$ cat src/rtl/cpu_pkg.sv
// Shared definitions for the 8-bit CPU control unit: opcodes, ALU {m,s} codes,
// FSM states and register-file write-source encodings.
package cpu_pkg;

  localparam logic [3:0] OP_NOP  = 4'h0;
  localparam logic [3:0] OP_MOV  = 4'h1;
  localparam logic [3:0] OP_ADD  = 4'h2;
  localparam logic [3:0] OP_SUB  = 4'h3;
  localparam logic [3:0] OP_AND  = 4'h4;
  localparam logic [3:0] OP_NOT  = 4'h5;
  localparam logic [3:0] OP_LDI  = 4'h6;
  localparam logic [3:0] OP_LD   = 4'h7;
  localparam logic [3:0] OP_ST   = 4'h8;
  localparam logic [3:0] OP_JMP  = 4'h9;
  localparam logic [3:0] OP_JC   = 4'hA;
  localparam logic [3:0] OP_JZ   = 4'hB;
  localparam logic [3:0] OP_HALT = 4'hF;

  // ALU control packed as {m, s[3:0]}
  localparam logic [4:0] ALU_IDLE   = 5'b0_0000;
  localparam logic [4:0] ALU_PASS_A = 5'b0_1100;
  localparam logic [4:0] ALU_PASS_B = 5'b1_1010;
  localparam logic [4:0] ALU_NOT_B  = 5'b1_0101;
  localparam logic [4:0] ALU_AND    = 5'b1_1011;
  localparam logic [4:0] ALU_SUB    = 5'b1_0110;
  localparam logic [4:0] ALU_ADD    = 5'b1_1001;

  localparam logic [1:0] WSRC_ALU = 2'd0;
  localparam logic [1:0] WSRC_IMM = 2'd1;
  localparam logic [1:0] WSRC_MEM = 2'd2;

  typedef enum logic [2:0] {
    StFetch,
    StDecode,
    StImm,
    StExec,
    StMem,
    StHalt
  } state_e;

  function automatic logic is_mem_op(logic [3:0] op);
    return (op == OP_LD) || (op == OP_ST);
  endfunction

endpackage

$ cat src/rtl/cpu_ctrl_if.sv
// Memory bus between the control unit (master) and instruction/data memory (slave).
interface cpu_ctrl_if;
  logic       mem_req;
  logic       mem_we;
  logic [7:0] mem_addr;
  logic [7:0] mem_rdata;
  logic       mem_ready;

  modport master (
    output mem_req,
    output mem_we,
    output mem_addr,
    input  mem_rdata,
    input  mem_ready
  );

  modport slave (
    input  mem_req,
    input  mem_we,
    input  mem_addr,
    output mem_rdata,
    output mem_ready
  );
endinterface

$ cat src/rtl/alu_op_decode.sv
// Opcode classifier: ALU {m,s} code plus writeback/flag/length attributes.
// Purely combinational so trace tooling can share it.
module alu_op_decode
  import cpu_pkg::*;
(
  input  logic [3:0] op_i,
  output logic       alu_m_o,
  output logic [3:0] alu_s_o,
  output logic       writes_rd_o,
  output logic       sets_flags_o,
  output logic       two_byte_o
);

  logic [4:0] code;

  always_comb begin
    code         = ALU_IDLE;
    writes_rd_o  = 1'b0;
    sets_flags_o = 1'b0;
    two_byte_o   = 1'b0;
    unique case (op_i)
      OP_MOV: begin
        code        = ALU_PASS_A;
        writes_rd_o = 1'b1;
      end
      OP_ADD: begin
        code         = ALU_ADD;
        writes_rd_o  = 1'b1;
        sets_flags_o = 1'b1;
      end
      OP_SUB: begin
        code         = ALU_SUB;
        writes_rd_o  = 1'b1;
        sets_flags_o = 1'b1;
      end
      OP_AND: begin
        code        = ALU_AND;
        writes_rd_o = 1'b1;
      end
      OP_NOT: begin
        code        = ALU_NOT_B;
        writes_rd_o = 1'b1;
      end
      OP_LDI, OP_LD: begin
        writes_rd_o = 1'b1;
        two_byte_o  = 1'b1;
      end
      OP_ST, OP_JMP, OP_JC, OP_JZ: two_byte_o = 1'b1;
      default: ;
    endcase
  end

  assign {alu_m_o, alu_s_o} = code;

endmodule

$ cat src/rtl/cpu_ctrl.sv
// Multi-cycle fetch/decode/execute control unit for the 8-bit CPU. Drives the
// memory bus, ALU mode/select and register-file write controls; holds C/Z flags.
module cpu_ctrl
  import cpu_pkg::*;
#(
  parameter logic [7:0] RESET_PC = 8'h00
) (
  input  logic             clk,
  input  logic             rst,
  cpu_ctrl_if.master       mem,
  output logic             alu_m,
  output logic [3:0]       alu_s,
  input  logic             alu_cf,
  input  logic             alu_zf,
  output logic [1:0]       rs_sel,
  output logic [1:0]       rd_sel,
  output logic             reg_we,
  output logic [1:0]       reg_wsrc,
  output logic [7:0]       imm,
  output logic [7:0]       pc,
  output logic             flag_c,
  output logic             flag_z,
  output logic             halted
);

  state_e     state_q, state_d;
  logic [7:0] pc_q, pc_d;
  logic [7:0] ir_q, ir_d;
  logic [7:0] imm_q, imm_d;
  logic       flag_c_q, flag_c_d;
  logic       flag_z_q, flag_z_d;

  logic [3:0] op;
  logic       dec_m;
  logic [3:0] dec_s;
  logic       dec_writes_rd;
  logic       dec_sets_flags;
  logic       dec_two_byte;
  logic       dec_is_alu;
  logic       jump_taken;

  logic       req_c, we_c, reg_we_c;
  logic [7:0] addr_c;

  assign op = ir_q[7:4];

  alu_op_decode u_alu_op_decode (
    .op_i         (op),
    .alu_m_o      (dec_m),
    .alu_s_o      (dec_s),
    .writes_rd_o  (dec_writes_rd),
    .sets_flags_o (dec_sets_flags),
    .two_byte_o   (dec_two_byte)
  );

  assign dec_is_alu = ({dec_m, dec_s} != ALU_IDLE);
  assign jump_taken = (op == OP_JMP) || ((op == OP_JC) && flag_c_q) ||
                      ((op == OP_JZ) && flag_z_q);

  always_comb begin
    state_d  = state_q;
    pc_d     = pc_q;
    ir_d     = ir_q;
    imm_d    = imm_q;
    flag_c_d = flag_c_q;
    flag_z_d = flag_z_q;
    req_c    = 1'b0;
    we_c     = 1'b0;
    addr_c   = pc_q;
    alu_m    = 1'b0;
    alu_s    = 4'b0000;
    reg_we_c = 1'b0;
    reg_wsrc = WSRC_ALU;
    halted   = 1'b0;
    unique case (state_q)
      StFetch: begin
        req_c = 1'b1;
        if (mem.mem_ready) begin
          ir_d    = mem.mem_rdata;
          pc_d    = pc_q + 8'd1;
          state_d = StDecode;
        end
      end
      StDecode: begin
        if (dec_two_byte)        state_d = StImm;
        else if (op == OP_HALT)  state_d = StHalt;
        else                     state_d = StExec;
      end
      StImm: begin
        req_c = 1'b1;
        if (mem.mem_ready) begin
          imm_d   = mem.mem_rdata;
          pc_d    = pc_q + 8'd1;
          state_d = StExec;
        end
      end
      StExec: begin
        state_d = is_mem_op(op) ? StMem : StFetch;
        if (dec_is_alu) begin
          alu_m = dec_m;
          alu_s = dec_s;
        end
        // LD writes back from the MEM state instead
        if (dec_writes_rd && (op != OP_LD)) begin
          reg_we_c = 1'b1;
          reg_wsrc = dec_is_alu ? WSRC_ALU : WSRC_IMM;
        end
        if (dec_sets_flags) begin
          flag_c_d = alu_cf;
          flag_z_d = alu_zf;
        end
        if (jump_taken) pc_d = imm_q;
      end
      StMem: begin
        req_c  = 1'b1;
        addr_c = imm_q;
        we_c   = (op == OP_ST);
        if (mem.mem_ready) begin
          if (dec_writes_rd) begin
            reg_we_c = 1'b1;
            reg_wsrc = WSRC_MEM;
          end
          state_d = StFetch;
        end
      end
      StHalt: halted = 1'b1;
      default: state_d = StFetch;
    endcase
    // Strobes are quiet while reset is held even though state already reads FETCH.
    if (rst) begin
      req_c    = 1'b0;
      we_c     = 1'b0;
      reg_we_c = 1'b0;
    end
  end

  always_ff @(posedge clk or posedge rst) begin
    if (rst) begin
      state_q  <= StFetch;
      pc_q     <= RESET_PC;
      ir_q     <= 8'h00;
      imm_q    <= 8'h00;
      flag_c_q <= 1'b0;
      flag_z_q <= 1'b0;
    end else begin
      state_q  <= state_d;
      pc_q     <= pc_d;
      ir_q     <= ir_d;
      imm_q    <= imm_d;
      flag_c_q <= flag_c_d;
      flag_z_q <= flag_z_d;
    end
  end

  assign mem.mem_req  = req_c;
  assign mem.mem_we   = we_c;
  assign mem.mem_addr = addr_c;
  assign reg_we       = reg_we_c;
  assign rs_sel       = ir_q[3:2];
  assign rd_sel       = ir_q[1:0];
  assign imm          = imm_q;
  assign pc           = pc_q;
  assign flag_c       = flag_c_q;
  assign flag_z       = flag_z_q;

endmodule

$ cat src/flat_wrapper.sv
// flat-port wrapper written by rule: the top's interface ports become plain ports
module cpu_ctrl_flat import cpu_pkg::*;
#(
  parameter logic [7:0] RESET_PC = 8'h00
)
  (clk, rst, alu_m, alu_s, alu_cf, alu_zf, rs_sel, rd_sel, reg_we, reg_wsrc, imm, pc, flag_c, flag_z, halted, mem_mem_req, mem_mem_we, mem_mem_addr, mem_mem_rdata, mem_mem_ready);
  cpu_ctrl_if mem_i ();
  input  logic clk;
  input  logic rst;
  output logic alu_m;
  output logic [3:0] alu_s;
  input  logic alu_cf;
  input  logic alu_zf;
  output logic [1:0] rs_sel;
  output logic [1:0] rd_sel;
  output logic reg_we;
  output logic [1:0] reg_wsrc;
  output logic [7:0] imm;
  output logic [7:0] pc;
  output logic flag_c;
  output logic flag_z;
  output logic halted;
  output wire logic [$bits(mem_i.mem_req)-1:0] mem_mem_req;
  output wire logic [$bits(mem_i.mem_we)-1:0] mem_mem_we;
  output wire logic [$bits(mem_i.mem_addr)-1:0] mem_mem_addr;
  input wire logic [$bits(mem_i.mem_rdata)-1:0] mem_mem_rdata;
  input wire logic [$bits(mem_i.mem_ready)-1:0] mem_mem_ready;
  assign mem_mem_req = mem_i.mem_req;
  assign mem_mem_we = mem_i.mem_we;
  assign mem_mem_addr = mem_i.mem_addr;
  assign mem_i.mem_rdata = mem_mem_rdata;
  assign mem_i.mem_ready = mem_mem_ready;
  cpu_ctrl #(.RESET_PC(RESET_PC)) u_core (.clk(clk), .rst(rst), .mem(mem_i), .alu_m(alu_m), .alu_s(alu_s), .alu_cf(alu_cf), .alu_zf(alu_zf), .rs_sel(rs_sel), .rd_sel(rd_sel), .reg_we(reg_we), .reg_wsrc(reg_wsrc), .imm(imm), .pc(pc), .flag_c(flag_c), .flag_z(flag_z), .halted(halted));
endmodule
$ cat config.mk
export PLATFORM = sky130hd
export DESIGN_NAME = cpu_ctrl_flat
export DESIGN_NICKNAME = d
export VERILOG_FILES = /design/src/rtl/cpu_pkg.sv /design/src/rtl/cpu_ctrl_if.sv /design/src/rtl/alu_op_decode.sv /design/src/rtl/cpu_ctrl.sv /design/src/flat_wrapper.sv
export SDC_FILE = /design/constraint.sdc
export NUM_CORES = 1
export LEC_CHECK = 0
export CAP_MARGIN = 40
export CORE_ASPECT_RATIO = 1.5
export CORE_UTILIZATION = 47
export DETAILED_ROUTE_END_ITERATION = 6
export PLACE_DENSITY = 0.8
export REMOVE_ABC_BUFFERS = 1
export SYNTH_ARGS = -nofsm -noshare
export SYNTH_HDL_FRONTEND = slang
export SYNTH_SLANG_ARGS = --single-unit
$ cat constraint.sdc
create_clock -name clk -period 2.18 [get_ports clk]
set_clock_uncertainty 0.1 [all_clocks]
set_input_delay 0.545 -clock clk [delete_from_list [all_inputs] [get_ports clk]]
set_output_delay 0.545 -clock clk [all_outputs]
set_load 0.02 [all_outputs]
==> impl_summary.md <==
Logic synthesis
After synthesis the cells add up to 0.001793 mm². Yosys printed 0 warnings. By area, the combinational part of the netlist is dominated by simple AND/OR/NAND/NOR gates. After synthesis, the mean cell area works out to 10.61 µm². The fraction of synthesized cell area in xor and xnor cells is 0.004885. The synthesized instance count is 169. The adder-cell area share of the yosys netlist is 0.006978. The flip-flop and latch count after synthesis is 29. The distinct cell type count of the synthesized netlist is 45.

The simple logic cell fraction of the synthesized area is 0.2080. The async set-reset flop share out of synthesis is 1.000. The number of synthesized flops with an enable pin is 0. Measured against the total synthesized area, the mux share comes to 0.1696. The compound-gate portion of the synthesized area is 0.1472. The most used flip-flop cell after synthesis is sky130_fd_sc_hd__dfrtp_1. The share of the Yosys chip area taken by registers is 0.4047.

Timing
The final count of hold timing violations came to 0. At the pin with the least slew margin, the transition time is ~0.59 ns. Setup repair after global routing could not meet its margin everywhere. The post-route setup TNS is -0.7517 ns. Setup slack on the critical path of the routed design comes to -0.1327 ns.

Setup violations remaining at the end of the flow were counted as 10. The max-slew violation total from the final report is 0. The share of the clock period used by the worst path is 1.061. Derived from the worst setup path, the maximum achievable clock frequency is about 430 MHz.

The headroom to the max-slew limit is 0.6065. The minimum period implied by the final worst setup slack is around 2.3 ns.

Detailed routing
The detail route stage leaves a number of antenna-violating nets equal to 0. The first-pass iteration count of the detailed router is 4. Summed over all layers, the routed wires come to about 5400 µm.

The detailed router finished its first iteration with 50 violations. The remaining design rule violation count is 0. After detailed routing, the average wire length per cell comes to 18.57 µm. The post-detailed-route via-to-cell ratio is 5.838. The routed via count is roughly 1,700.

Min path
The number of stages on the worst hold path is 1. The startpoint identified for the worst hold timing path is u_core.ir_q[3]$_DFFE_PP0P_. The class of the tightest hold or removal check is register to register.

Global route
The global routing usage summed across all routing layers is 0.2848. The first-pass GRT wire length is 8404 µm. The number of antenna violations at the first check in global routing is 0. The leftover overflow at the end of global routing is 0.

The maximum number of pins on one net before global-route repair is 30. The via count of the first global-routing pass was 1,700.

Status
The checks that failed: setup timing. The flow ran to the end, but the final reports show violations.

Cells and area
The final standard cell count with taps included and fillers excluded is 290. For this run, the post-layout net count is 260. Of the cells placed in the final design, the portion with a size suffix greater than 1 is 0.4049. Relative to the synthesized area, the layout overhead comes to 51.43%. The number of antenna diodes in the final layout is 0.

The utilization after layout is 0.7442.

Floorplanning
The horizontal extent of the die is 52.43 µm. Pin placement for this block handled 54 I/O pins. The die is 77.65 µm tall. The die covers a little over 0.004 mm². The floorplan has 27 rows.

The initial utilization of the core area, before any placement, comes to 0.4914. The area of the core is 0.003649 mm².

Placed design
The number of placed instances, taps included, is 279. Summed over all nets, the half-perimeter wirelength after detailed placement is 3734 µm. The number of input and output port buffers inserted is 53. The congestion estimate from routability-driven global placement came to 0.8749.

Clock network
The total of hold buffers inserted after clock tree synthesis is 0. The TritonCTS clock tree is done. The clock sink total is 29. No sink is reached through more buffers than the 2 on the longest clock path.

The number of buffers added by the clock tree synthesis step is 5. The tree is rooted in a sky130_fd_sc_hd__clkbuf_8. The later pin in the worst-skew pair is clocked with a latency of 0.28 ns. The clock transition at the registers of the reported paths is 0.06 ns. The H-tree was split into 2 levels.

Power
The analysis attributes to net switching a power of 282.5 µW. The switching share of power is 0.2219. The clock share of power is 0.455. The maximum resistive drop on vdd is between 500 and 600 µV. The leakage power figure is approximately 0.0012 µW. The share of total power dissipated in sequential elements is 0.438. The internal portion of the total power is 990.6 µW. The combinational power share is 0.108. Dividing total power by cell area gives a power density of 468.9 mW/mm².

Critical path
The worst register-to-register path begins at u_core.state_q[2]$_DFFE_PP0P_. The number of cell instances on the worst register-to-register path is 4. The worst setup path is launched from a register. The endpoint required time on the critical path is 1.53 ns. STA classifies the critical path endpoint as an output port. The startpoint of the most critical setup path is u_core.state_q[1]$_DFFE_PP0P_. The type of the worst setup path is register to output port. The worst path arrival time is 1.67 ns. In this run the worst path has a maximum fanout of 3.

Flow run
The count of max-cap constraint violations is 0.
## timing repair
action	CTS	global route
pin swaps	2	3
buffers inserted	2	2
resized for setup	111	11
cloned	1	0
endpoints found under the setup margin	28	20
## power groups by stage
stage                     logic, µW  clock network [µW]  registers (µW)
after floorplan                39.9                   0             582
after global placement          125                   0             566
after detailed placement        129                   0             567
after CTS                       133                 582             557
after global routing            149                 603             558
final                           137                 579             557
## stage by stage
stage               setup WS (ns)  hold slack (ns)  total power, µW  instance area (µm²)
global route              -0.1751           0.4371             1310                 2715
detailed placement        -0.5904           0.4027            695.5                 2516
floorplan                  -1.115           0.4832            622.1                 1707
global placement          -0.5545           0.3904            690.6                 2516
CTS                       -0.1162           0.4168             1272                 2681
finish                    -0.1327           0.4099             1273                 2715
## logic make-up after synthesis
| logic type | count (synthesis) |
|---|---|
| and+or+nand+nor | 58 |
| DFF | 29 |
| xor gates and xnor gates | 1 |
| muxes | 27 |
| buffers and inverters | 21 |
| AOI/OAI and AO/OA | 32 |
| adders and majority gates | 1 |
## Yosys cell counts, types with 3 or more instances
| cell | count | area (µm²) |
|---|---|---|
| sky130_fd_sc_hd__o21ai_0 | 5 | 25.02 |
| sky130_fd_sc_hd__o41ai_1 | 6 | 52.55 |
| sky130_fd_sc_hd__nor3b_1 | 3 | 22.52 |
| sky130_fd_sc_hd__nor3_1 | 5 | 25.02 |
| sky130_fd_sc_hd__inv_1 | 5 | 18.77 |
| sky130_fd_sc_hd__nor2_1 | 6 | 22.52 |
| sky130_fd_sc_hd__nand4b_1 | 6 | 52.55 |
| sky130_fd_sc_hd__a21oi_1 | 5 | 25.02 |
| sky130_fd_sc_hd__clkbuf_1 | 8 | 30.03 |
| sky130_fd_sc_hd__nand2_1 | 8 | 30.03 |
| sky130_fd_sc_hd__nor2b_1 | 3 | 18.77 |
| sky130_fd_sc_hd__a32o_1 | 3 | 30.03 |
| sky130_fd_sc_hd__buf_2 | 3 | 15.01 |
| sky130_fd_sc_hd__nand2b_1 | 7 | 43.79 |
| sky130_fd_sc_hd__nand3_1 | 4 | 20.02 |
| sky130_fd_sc_hd__buf_4 | 4 | 30.03 |
| sky130_fd_sc_hd__dfrtp_1 | 29 | 725.7 |
| sky130_fd_sc_hd__mux2_2 | 27 | 304.0 |
## critical path, stage by stage, from the launching register on
cell	delay [ns]
sky130_fd_sc_hd__dfrtp_1	0.42
sky130_fd_sc_hd__nor3b_4	0.29
sky130_fd_sc_hd__nand2_2	0.13
sky130_fd_sc_hd__a2111oi_4	0.36
sky130_fd_sc_hd__buf_4	0.20
## cell type report
| type | instances | area [µm²] |
|---|---|---|
| inverters | 5 | 18.77 |
| clock buffers | 7 | 86.33 |
| flip-flops and latches | 29 | 725.7 |
| clock inverters | 1 | 30.03 |
| repair buffers | 86 | 743.2 |
| well taps | 43 | 53.80 |
| multi-input cells | 119 | 1057 |
| fillers | 253 | 933.4 |
## layout by cell type (no fill, tap or decap), types with 7 or more instances in the layout
| master | n |
|---|---|
| sky130_fd_sc_hd__mux2_4 | 7 |
| sky130_fd_sc_hd__dfrtp_1 | 29 |
| sky130_fd_sc_hd__buf_6 | 9 |
| sky130_fd_sc_hd__buf_4 | 34 |
| sky130_fd_sc_hd__nand2_1 | 7 |
| sky130_fd_sc_hd__nand2b_1 | 7 |
| sky130_fd_sc_hd__mux2_2 | 20 |
| sky130_fd_sc_hd__buf_2 | 9 |
| sky130_fd_sc_hd__clkdlybuf4s50_1 | 32 |
## per-layer routing
| metal | part of all wire | up-vias | wire length [µm] | track usage |
|---|---|---|---|---|
| met5 | 0 | - | 0 | 0 |
| met4 | 0.042 | 0 | 226 | 0.1474 |
| met3 | 0.041 | 14 | 223 | 0.04510 |
| met2 | 0.56 | 70 | 3012 | 0.5063 |
| met1 | 0.36 | 818 | 1921 | 0.3077 |
| li1 | - | 791 | - | - |
## flip-flops by register name, summed over array words and instances, names as in the netlist
name            flops
u_core.pc           8
u_core.flag_c       1
u_core.ir_q         8
u_core.state_q      3
u_core.flag_z       1
u_core.imm          8
## worst paths after layout
kind	to	slack, ns
min in group asynchronous	u_core.pc[4]$_DFFE_PP0P_	0.58
worst max-delay path	reg_we	-0.13
max in group asynchronous	u_core.ir_q[1]$_DFFE_PP0P_	1.12
worst min-delay path	u_core.ir_q[3]$_DFFE_PP0P_	0.41
worst max register to register	u_core.pc[3]$_DFFE_PP0P_	0.14
worst min register to register	u_core.ir_q[3]$_DFFE_PP0P_	0.41
(Power assumes the default switching activity.)
==> variant, RTL diff (same settings) <==
Make the reset (`rst`) synchronous in one clocked block.
--- a/src/rtl/cpu_ctrl.sv
+++ b/src/rtl/cpu_ctrl.sv
@@ -134,7 +134,7 @@
     end
   end
 
-  always_ff @(posedge clk or posedge rst) begin
+  always_ff @(posedge clk) begin
     if (rst) begin
       state_q  <= StFetch;
       pc_q     <= RESET_PC;
Formal check against the unedited RTL: differs if rst is asserted again (counterexample within 4 cycles, from zero or initial values and one cycle with rst high); with rst held inactive, the same outputs for 10 cycles.
==> variant against the original RTL <==
The flow still finishes with violations (negative setup slack); setup slack got worse by 4.6 ps; final area decreased by 3.1%; non-clock buffer count is 3 higher; sequential share of layout area shrank 4.4 points; wire length is 2.5% lower; core utilization up 2.6 points; worst hold slack worse by 53 ps; die area decreased by 6.6%; sequential cell count unchanged; count of clock-buffer cells in the layout is the same; area after synthesis shrank 6.8%.
Power is not compared: it rests on default switching activity, and its combinational part moved more than twofold at a synthesized area within 25%.
==> variant: results (changes against the original RTL) <==
| Metric | Value |
|---|---|
| Min-Delay Startpoint | u_core.ir_q[1] (was u_core.ir_q[3]) |
| Kind of cell adding the most delay to the critical path | simple AND/OR/NAND/NOR gates (was flip-flops) |
| Final setup violation count | 10 (unchanged) |
| Synth top area cells | dfxtp_1 (35%), a21oi_1 (9.9%), nand2_1 (9.9%) (was dfrtp_1 (40%), mux2_2 (17%), nand4b_1 (2.9%)) |
| Post-route setup slack | -137 ps (was -133 ps) |
| DP Wirelength | 3430 um (was 3730 um) |
| First-pass GRT wire length | 8070 um (was 8400 um) |
| Register area share after synthesis | 34.7% (was 40.5%) |
| Largest net degree at the start of global routing | 24 (was 30) |
| Setup Slack @ Placement | -640 ps (was -590 ps) |
| Depth of the most critical reg-to-reg path | 5 (was 4) |
| Worst reg2reg startpoint | u_core.ir_q[4] (was u_core.state_q[2]) |
| CP max stage cell | or4b_1 (was dfrtp_1) |
| Syn Inst Count | 219 (was 169) |
| Met1 usage | 32.2% (was 30.8%) |
| Vias/cell | 5.58 (was 5.84) |
| Failing checks | negative setup slack (unchanged) |
| Status | finished, violations left (unchanged) |
| Routed length on met3 | 176 um (was 223 um) |
| Met1 wire length | 2050 um (was 1920 um) |
| Post-synth cell types | 41 (was 45) |
| Placed inst area | 0.00239 mm2 (was 0.00252 mm2) |
| DRT iter0 DRCs | 72 (was 50) |
| Hold depth | 2 (was 1) |
| Grt met3 use | 7.88% (was 4.51%) |
| Ys flop type | dfxtp_1 (was dfrtp_1) |
| Post-Synth XOR/XNOR Area | 0.524% (was 0.488%) |
variant: changes by cell type after synthesis, sizes merged, moves of 6 or more:
cell | unedited run | this run
a21oi | 5 | 33
nand4b | 6 | 0
dfxtp | 0 | 29
and2 | 2 | 9
o21ai | 5 | 15
nand2 | 8 | 44
mux2 | 27 | 8
dfrtp | 29 | 0
o41ai | 7 | 1
variant: layout make-up:
cell class	count	area, um2	area share, %
sequential	29	587	22.3
inverter	1	3.75	0.143
tap	42	52.6	2.00
clock buffer	7	86.3	3.28
timing repair buffer	89	806	30.6
multi-input combinational	169	1070	40.5
clock inverter	1	30.0	1.14
variant: where the power goes:
part           total, mW  switching (mW)  leakage [nW]  internal, mW
registers          0.578          0.0226         0.238         0.555
logic              0.316           0.170         0.768         0.147
clock network      0.577           0.205        0.0585         0.372
variant: worst min-delay path: cells and delay by family, from the launching register on:
kind	cells	cell delay [ps]
AOI/OAI and AO/OA	1	50
DFF	1	310
and+or+nand+nor	1	50
